<file path="config.mk">
export PLATFORM = sky130hd
export DESIGN_NAME = bin_to_bcd_seq_flat
export DESIGN_NICKNAME = d
export VERILOG_FILES = /design/src/rtl/bin_to_bcd_seq_pkg.sv /design/src/rtl/bin_to_bcd_seq_if.sv /design/src/rtl/bin_to_bcd_seq_bcd_digit_adj.sv /design/src/rtl/bin_to_bcd_seq.sv /design/src/flat_wrapper.sv
export SDC_FILE = /design/constraint.sdc
export NUM_CORES = 1
export LEC_CHECK = 0
export ABC_AREA = 1
export BUFFER_PORTS_ARGS = -buffer_cell sky130_fd_sc_hd__buf_2
export CAP_MARGIN = 20
export CORE_ASPECT_RATIO = 1.25
export CORE_MARGIN = 8
export CORE_UTILIZATION = 52
export DETAILED_ROUTE_END_ITERATION = 12
export PLACE_DENSITY = 0.83
export SLEW_MARGIN = 10
export SYNTH_ARGS = -nofsm -noshare
export SYNTH_HDL_FRONTEND = slang
export SYNTH_SLANG_ARGS = --single-unit
</file>
<file path="constraint.sdc">
create_clock -name clk -period 1.1 [get_ports clk]
set_input_delay 0.165 -clock clk [delete_from_list [all_inputs] [get_ports clk]]
set_output_delay 0.165 -clock clk [all_outputs]
set_load 0.02 [all_outputs]
</file>
<file path="src/rtl/bin_to_bcd_seq_pkg.sv">
// Shared types and constants for the sequential binary-to-BCD converter.
package bin_to_bcd_seq_pkg;

    typedef enum logic [1:0] {
        StIdle,
        StShift,
        StDone
    } state_t;

    localparam logic [3:0] BCD_NINE = 4'h9;
    localparam logic [3:0] ADD3     = 4'd3;

    function automatic logic [63:0] pow10(input int unsigned n);
        logic [63:0] r;
        r = 64'd1;
        for (int unsigned i = 0; i < n; i++) begin
            r = r * 64'd10;
        end
        return r;
    endfunction

endpackage

</file>
<file path="src/rtl/bin_to_bcd_seq_if.sv">
// Request/result bundle between the value source and the BCD converter.
interface bin_to_bcd_seq_if #(
    parameter int unsigned BIN_W  = 32,
    parameter int unsigned DIGITS = 8
);
    logic                  start;
    logic [BIN_W-1:0]      bin;
    logic                  busy;
    logic                  done;
    logic [4*DIGITS-1:0]   bcd;
    logic                  ovf;

    modport master (
        output start, bin,
        input  busy, done, bcd, ovf
    );

    modport slave (
        input  start, bin,
        output busy, done, bcd, ovf
    );
endinterface

</file>
<file path="src/rtl/bin_to_bcd_seq_bcd_digit_adj.sv">
// Add-3 correction for one BCD digit ahead of a double-dabble shift.
module bcd_digit_adj
    import bin_to_bcd_seq_pkg::*;
(
    input  logic [3:0] digit,
    output logic [3:0] adjusted
);
    always_comb begin
        adjusted = (digit >= 4'd5) ? (digit + ADD3) : digit;
    end
endmodule

</file>
<file path="src/rtl/bin_to_bcd_seq.sv">
// Sequential double-dabble converter: one input bit per clock, result held between runs.
module bin_to_bcd_seq
    import bin_to_bcd_seq_pkg::*;
#(
    parameter int unsigned BIN_W  = 32,
    parameter int unsigned DIGITS = 8
) (
    input logic             clk,
    input logic             rst,
    bin_to_bcd_seq_if.slave bus
);
    localparam int unsigned     BCD_W    = 4 * DIGITS;
    localparam int unsigned     CNT_W    = $clog2(BIN_W + 1);
    localparam logic [63:0]     LIMIT    = pow10(DIGITS);
    localparam logic [CNT_W-1:0] CNT_LOAD = CNT_W'(BIN_W);

    state_t            state_q, state_d;
    logic [CNT_W-1:0]  cnt_q, cnt_d;
    logic [BIN_W-1:0]  bin_q, bin_d;
    logic [BCD_W-1:0]  scr_q, scr_d, scr_adj;
    logic [BCD_W-1:0]  bcd_q, bcd_d;
    logic              ovf_nxt_q, ovf_nxt_d;
    logic              ovf_q, ovf_d;
    logic              accept;
    logic              busy;
    logic              done;

    for (genvar g = 0; g < DIGITS; g++) begin : g_adj
        bcd_digit_adj u_adj (
            .digit    (scr_q[4*g +: 4]),
            .adjusted (scr_adj[4*g +: 4])
        );
    end

    always_comb begin
        state_d   = state_q;
        cnt_d     = cnt_q;
        bin_d     = bin_q;
        scr_d     = scr_q;
        bcd_d     = bcd_q;
        ovf_nxt_d = ovf_nxt_q;
        ovf_d     = ovf_q;
        busy      = 1'b0;
        done      = 1'b0;
        accept    = 1'b0;

        unique case (state_q)
            StIdle: begin
                accept = bus.start;
            end
            StShift: begin
                busy  = 1'b1;
                // Carry out of the top digit is dropped; it only occurs on overflow.
                scr_d = BCD_W'({scr_adj, bin_q[BIN_W-1]});
                bin_d = bin_q << 1;
                cnt_d = cnt_q - 1'b1;
                if (cnt_q == CNT_W'(1)) begin
                    state_d = StDone;
                end
            end
            StDone: begin
                done    = 1'b1;
                bcd_d   = ovf_nxt_q ? {DIGITS{BCD_NINE}} : scr_q;
                ovf_d   = ovf_nxt_q;
                state_d = StIdle;
                accept  = bus.start;
            end
            default: begin
                state_d = StIdle;
            end
        endcase

        if (accept) begin
            state_d   = StShift;
            bin_d     = bus.bin;
            scr_d     = '0;
            cnt_d     = CNT_LOAD;
            ovf_nxt_d = (64'(bus.bin) >= LIMIT);
        end
    end

    always_ff @(posedge clk) begin
        if (rst) begin
            state_q   <= StIdle;
            cnt_q     <= '0;
            bin_q     <= '0;
            scr_q     <= '0;
            bcd_q     <= '0;
            ovf_nxt_q <= 1'b0;
            ovf_q     <= 1'b0;
        end else begin
            state_q   <= state_d;
            cnt_q     <= cnt_d;
            bin_q     <= bin_d;
            scr_q     <= scr_d;
            bcd_q     <= bcd_d;
            ovf_nxt_q <= ovf_nxt_d;
            ovf_q     <= ovf_d;
        end
    end

    assign bus.busy = busy;
    assign bus.done = done;
    assign bus.bcd  = bcd_q;
    assign bus.ovf  = ovf_q;

endmodule

</file>
<file path="src/flat_wrapper.sv">
// flat-port wrapper written by rule: the top's interface ports become plain ports
module bin_to_bcd_seq_flat import bin_to_bcd_seq_pkg::*;
#(
    parameter int unsigned BIN_W  = 32,
    parameter int unsigned DIGITS = 8
)
  (clk, rst, bus_start, bus_bin, bus_busy, bus_done, bus_bcd, bus_ovf);
  bin_to_bcd_seq_if #(.BIN_W(BIN_W), .DIGITS(DIGITS)) bus_i ();
  input logic clk;
  input logic rst;
  input wire logic [$bits(bus_i.start)-1:0] bus_start;
  input wire logic [$bits(bus_i.bin)-1:0] bus_bin;
  output wire logic [$bits(bus_i.busy)-1:0] bus_busy;
  output wire logic [$bits(bus_i.done)-1:0] bus_done;
  output wire logic [$bits(bus_i.bcd)-1:0] bus_bcd;
  output wire logic [$bits(bus_i.ovf)-1:0] bus_ovf;
  assign bus_i.start = bus_start;
  assign bus_i.bin = bus_bin;
  assign bus_busy = bus_i.busy;
  assign bus_done = bus_i.done;
  assign bus_bcd = bus_i.bcd;
  assign bus_ovf = bus_i.ovf;
  bin_to_bcd_seq #(.BIN_W(BIN_W), .DIGITS(DIGITS)) u_core (.clk(clk), .rst(rst), .bus(bus_i));
endmodule
</file>
# Yosys cells after proc, flatten, opt, wreduce, memory -nomap -nowiden
# Index checks and enable logic that the tools add are counted.
[totals]
in_bits = 35
word_cells = 59
out_inout_bits = 35
reg_bits = 106
[op_classes]
n_lt_le_gt_ge = 9
n_addsub = 9
reduce_logical = 6
eq_ne = 6
mux = 19
bitwise = 1
[op_table]
columns = ["operator", "count"]
rows = [
  ["$mux 32", 3],
  ["$ge 32x27->1 const B", 1],
  ["$ge 4x3->1 const B", 8],
  ["$add 4x2->4 const B", 7],
  ["$mux 4", 7],
  ["$mux 6", 2],
  ["$eq 6x1->1 const B", 1],
  ["$sub 6x1->6 const B", 1],
  ["$mux 1", 4],
  ["$ne 2x1->1 const B", 2],
  ["$pmux 2 s2", 1],
  ["$reduce_and 2->1", 2],
  ["$reduce_or 2->1", 2],
  ["$add 3x2->3 const B", 1],
  ["$mux 3", 1],
  ["$ne 3x1->1 const B", 1],
  ["$eq 2x1->1 const B", 1],
  ["$eq 2x2->1 const B", 1],
  ["$logic_not 2->1", 1],
  ["$mux 2", 1],
  ["$reduce_bool 2->1", 1],
  ["$not 1->1", 1],
]

# Depth between registers and ports, before layout
[depth]
word_depth = 5
mapped_depth = 10
depth_no_buf = 10

# Modules after synthesis
# Synthesis repeated with hierarchy kept, for this count alone.
[unflattened]
cells_unflattened = 680
hier_area_um2 = 5316.3
[by_module_without_submodules]
columns = ["mod", "n_inst", "area_each_um2", "cells_per_inst"]
rows = [
  ["bin_to_bcd_seq", 1, 4235.3, 496],
  ["bcd_digit_adj", 8, 135.1, 23],
]

# Worst setup path after synthesis
# No wires, ideal clock.
[synth_path]
path_type = "flip-flop to flip-flop"
startpoint = "register u_core.scr_q[13]"
endpoint = "register u_core.scr_q[13]"
slack_ns = -0.118
arrival_time_ns = 1.103
required_ns = 0.985
stages_incl_launch_ff = 10
n_path_buf = 0
period_less_slack_ns = 1.218
path_cell_list = "dfxtp_1 inv_1 ha_1 inv_1 nand2_1 nand2_1 nand2_1 xor2_1 o21ai_0 inv_1"
[synth_between]
elab_chain_len = 2
[synth_rtl]
columns = ["element", "line_no", "source"]
rows = [
  ["from (decl)", "bin_to_bcd_seq.sv:20", "logic [BCD_W-1:0] scr_q, scr_d, scr_adj;"],
  ["from (signal assigned)", "bin_to_bcd_seq.sv:95", "scr_q <= scr_d;"],
  ["$ge 4x3->1", "bin_to_bcd_seq_bcd_digit_adj.sv:9", "adjusted = (digit >= 4'd5) ? (digit + ADD3) : digit;"],
  ["$mux 4", "bin_to_bcd_seq_bcd_digit_adj.sv:9", ""],
]
# Every way passes these cells.
# A chain may end at the register's enable or synchronous reset.

# Final worst setup path
[layout_path]
startpoint = "register u_core.state_q[0]"
endpoint = "register u_core.scr_q[2]"
[layout_between]
elab_chain_len = 4
[layout_rtl]
columns = ["element", "line_no", "source"]
rows = [
  ["from (decl)", "bin_to_bcd_seq.sv:17", "state_t state_q, state_d;"],
  ["from (signal assigned)", "bin_to_bcd_seq.sv:84", "state_q <= StIdle;"],
  ["from (signal assigned)", "bin_to_bcd_seq.sv:92", "state_q <= state_d;"],
  ["$eq 2x2->1 / $logic_not 2->1 (equally long branches)", "bin_to_bcd_seq.sv:47", "unique case (state_q)"],
  ["$reduce_or 2->1 (no source line)", "n/a", ""],
  ["$mux 1", "bin_to_bcd_seq.sv:47", ""],
  ["$reduce_or 2->1 (no source line)", "n/a", ""],
]
# Several ways; a longest one is shown, not always the timed one.

==> flow_summary.ini <==
[status]
status = finished with violations
violations = setup timing

[synthesis]
ys_types = 33
synth_fa_ha_area_frac = 0.0458
synth_warnings = 0
synth_mux_area_frac = 0
synth-compound-area-share = 0.229
synth_top_family_by_area = compound AO/OA/AOI/OAI gates
syn_avg_cell_area_um2 = 7.91
synth-seq-cells = 106
syn-num-nets = 675
syn_area_mm2 = 0.00492
yosys.area_share.simple = 0.145
synthCells = 622
synth-xor-area-share = 0.0267
synth_seq_area_share = 0.431

[die]
start_util = 0.536
die_h_um = 125
die-area_mm2 = 0.0128
die_x_um = 103
core_mm2 = 0.00917
core.rowCount = 39
ios = 70

[global_routing]
grt_usage = 0.238
overflow = 0
grt_max_degree = 30
grt_pass1_wl_um = 24700
grt_pass1_vias = 5222
antenna_found_initial = 0

[sta]
fmax_mhz = 724
rsz0062_at_grt = true
skew_ps = 11.4
tightest_slew_ps = 309
final-setup-viol-count = 106
period_needed_ps = 1380
setup_ws_ps = -281
hold_viol_final = 0
timing_max_transition_violations_final = 0
period_share = 1.26
slew_headroom = 0.792

[power]
ir_worst_vdd_mv = 0.866
power_leakage_nw = 3.12
finalPower_w = 0.00914
p_per_area_mw_per_mm2 = 1270

[hold_path]
hold_path_depth = 3
min_from = bus_bin[5]
hold_path.class = in -> reg
worstHoldEndpoint = u_core.bin_q[5]

[finish]
syn2layout_area_growth_pct = 46.1
final_nets = 816
final_common_cell = dfxtp_1
antenna_cells = 0
fin_cells = 891
final_layout_size_suffix_gt1_frac = 0.444
design_area_mm2 = 0.00719
postLayoutCoreUtil = 0.783
layout_common_cells = dfxtp_1, inv_1, buf_4, buf_2, nand2_1

[route]
drtPass1Iterations = 5
ant_nets = 0
viasPerCell = 5.85
drcViolationCount = 0
routedWlPerCell_um = 18.8
via_count = 5214
wl_um = 16800
dr.first_iter.drc_count = 551

[critical_path]
arrival_ps = 1620
start_kind = flip-flop
worstPathRequired_ps = 1340
r2r-start = u_core.state_q[0]
critPathKind = reg -> reg
rr_endpoint = u_core.scr_q[2]
rr_worst_depth = 7
cp-end-kind = flip-flop
cp_max_fo = 12
rrSetupSlack_ps = -280

[clock_tree]
cts_buffer_depth = 2
cts.sinks = 106
clkSlewWorstSetupHoldPaths_ps = 80
clock-root-buffer = clkbuf_16
cts_tree = yes
insertion_delay_ps = 360
numCtsBuffers = 9
cts_max_level = 3

[run]
drv_cap = 0

[place]
portBuffers = 69
hpwlAfterDp_um = 9090
gp_congestion = 0.873
placed_area_mm2 = 0.00594
place_ws_ps = -174
dp.cells = 852
## state kept, by name, indices dropped and copies added (netlist names)
name	flops
u_core.bus.ovf	1
u_core.state_q	2
u_core.ovf_nxt_q	1
u_core.bus.bcd	32
u_core.bin_q	32
u_core.scr_q	32
u_core.cnt_q	6
## worst max path at each step
stage | to | slack (ps) | cells past startpoint | start
4_1_cts | bus_busy | -180 | 4 | u_core.state_q[0]
5_1_grt | u_core.scr_q[2] | -330 | 7 | u_core.state_q[0]
6_report | u_core.scr_q[2] | -280 | 7 | u_core.state_q[0]
2_1_floorplan | u_core.scr_q[13] | -40 | 9 | u_core.scr_q[13]
3_3_place_gp | bus_busy | -80 | 4 | u_core.state_q[0]
3_5_place_dp | u_core.scr_q[9] | -170 | 8 | u_core.scr_q[9]
## kinds of logic (layout without fill, tap and decap cells)
kind of cell | Yosys count | after routing
AOI/OAI and AO/OA | 177 | 177
xor gates and xnor gates | 15 | 15
adders and majority gates | 18 | 18
buffers and inverters | 140 | 286
DFF | 106 | 106
and+or+nand+nor | 166 | 166
## stage by stage
step           setup TNS [ps]  hold WS (ps)
3_3_place_gp            -2000           434
4_1_cts                -10250          75.6
2_1_floorplan            -398           306
6_report               -13380          86.0
3_5_place_dp            -4520           441
5_1_grt                -17900          89.5
## report_power, final
group | internal [W] | total (W) | switching [W]
combinational | 0.000759 | 0.00174 | 0.000982
sequential | 0.00402 | 0.00415 | 0.000130
clock | 0.00166 | 0.00325 | 0.00159
total | 0.00644 | 0.00914 | 0.00270
## critical path: stages (launching register included)
cell	delay, ps
dfxtp_2	350
inv_4	70
nor2_4	150
buf_8	190
buf_12	160
nand3_1	120
o211ai_1	130
inv_1	100
## synth_stat cells, drive strengths merged
cell      n  area share
nand2    81       0.065
nor3      2      0.0020
a22oi    16       0.024
clkbuf    4      0.0033
inv     108       0.083
nand4     3      0.0038
o211ai    9       0.014
a221oi   28       0.061
xor2     15       0.027
ha       18       0.046
a211oi    1      0.0015
a21oi    50       0.052
o2111a    1      0.0023
buf      28       0.036
nor2     45       0.039
o21ai    71       0.072
o31ai     1      0.0015
or2       1      0.0013
nand3    34       0.035
dfxtp   106        0.43
## metal layers
| layer | up-vias | track usage | share of wire |
|---|---|---|---|
| met3 | 75 | 0.0386 | 0.080 |
| met2 | 313 | 0.427 | 0.51 |
| met4 | 0 | 0.114 | 0.044 |
| met5 | - | 0 | 0 |
| met1 | 2474 | 0.260 | 0.36 |
| li1 | 2352 | - | - |
## repair_timing
| action | in CTS | in global routing |
|---|---|---|
| cloned | 4 | 3 |
| pin swaps | 25 | 16 |
| setup buffers | 15 | 4 |
| setup endpoints to repair | 96 | 110 |
| resized for setup | 112 | 66 |
| hold buffers | 0 | 0 |
## final cells by class
type	instances	area [um^2]
fillers	563	1990
clock inverters	6	55.1
multi-input cells	376	2760
flip-flops and latches	106	2160
repair buffers	162	1370
well taps	123	154
clock buffers	10	239
inverters	108	445
(Power assumes the default switching activity.)
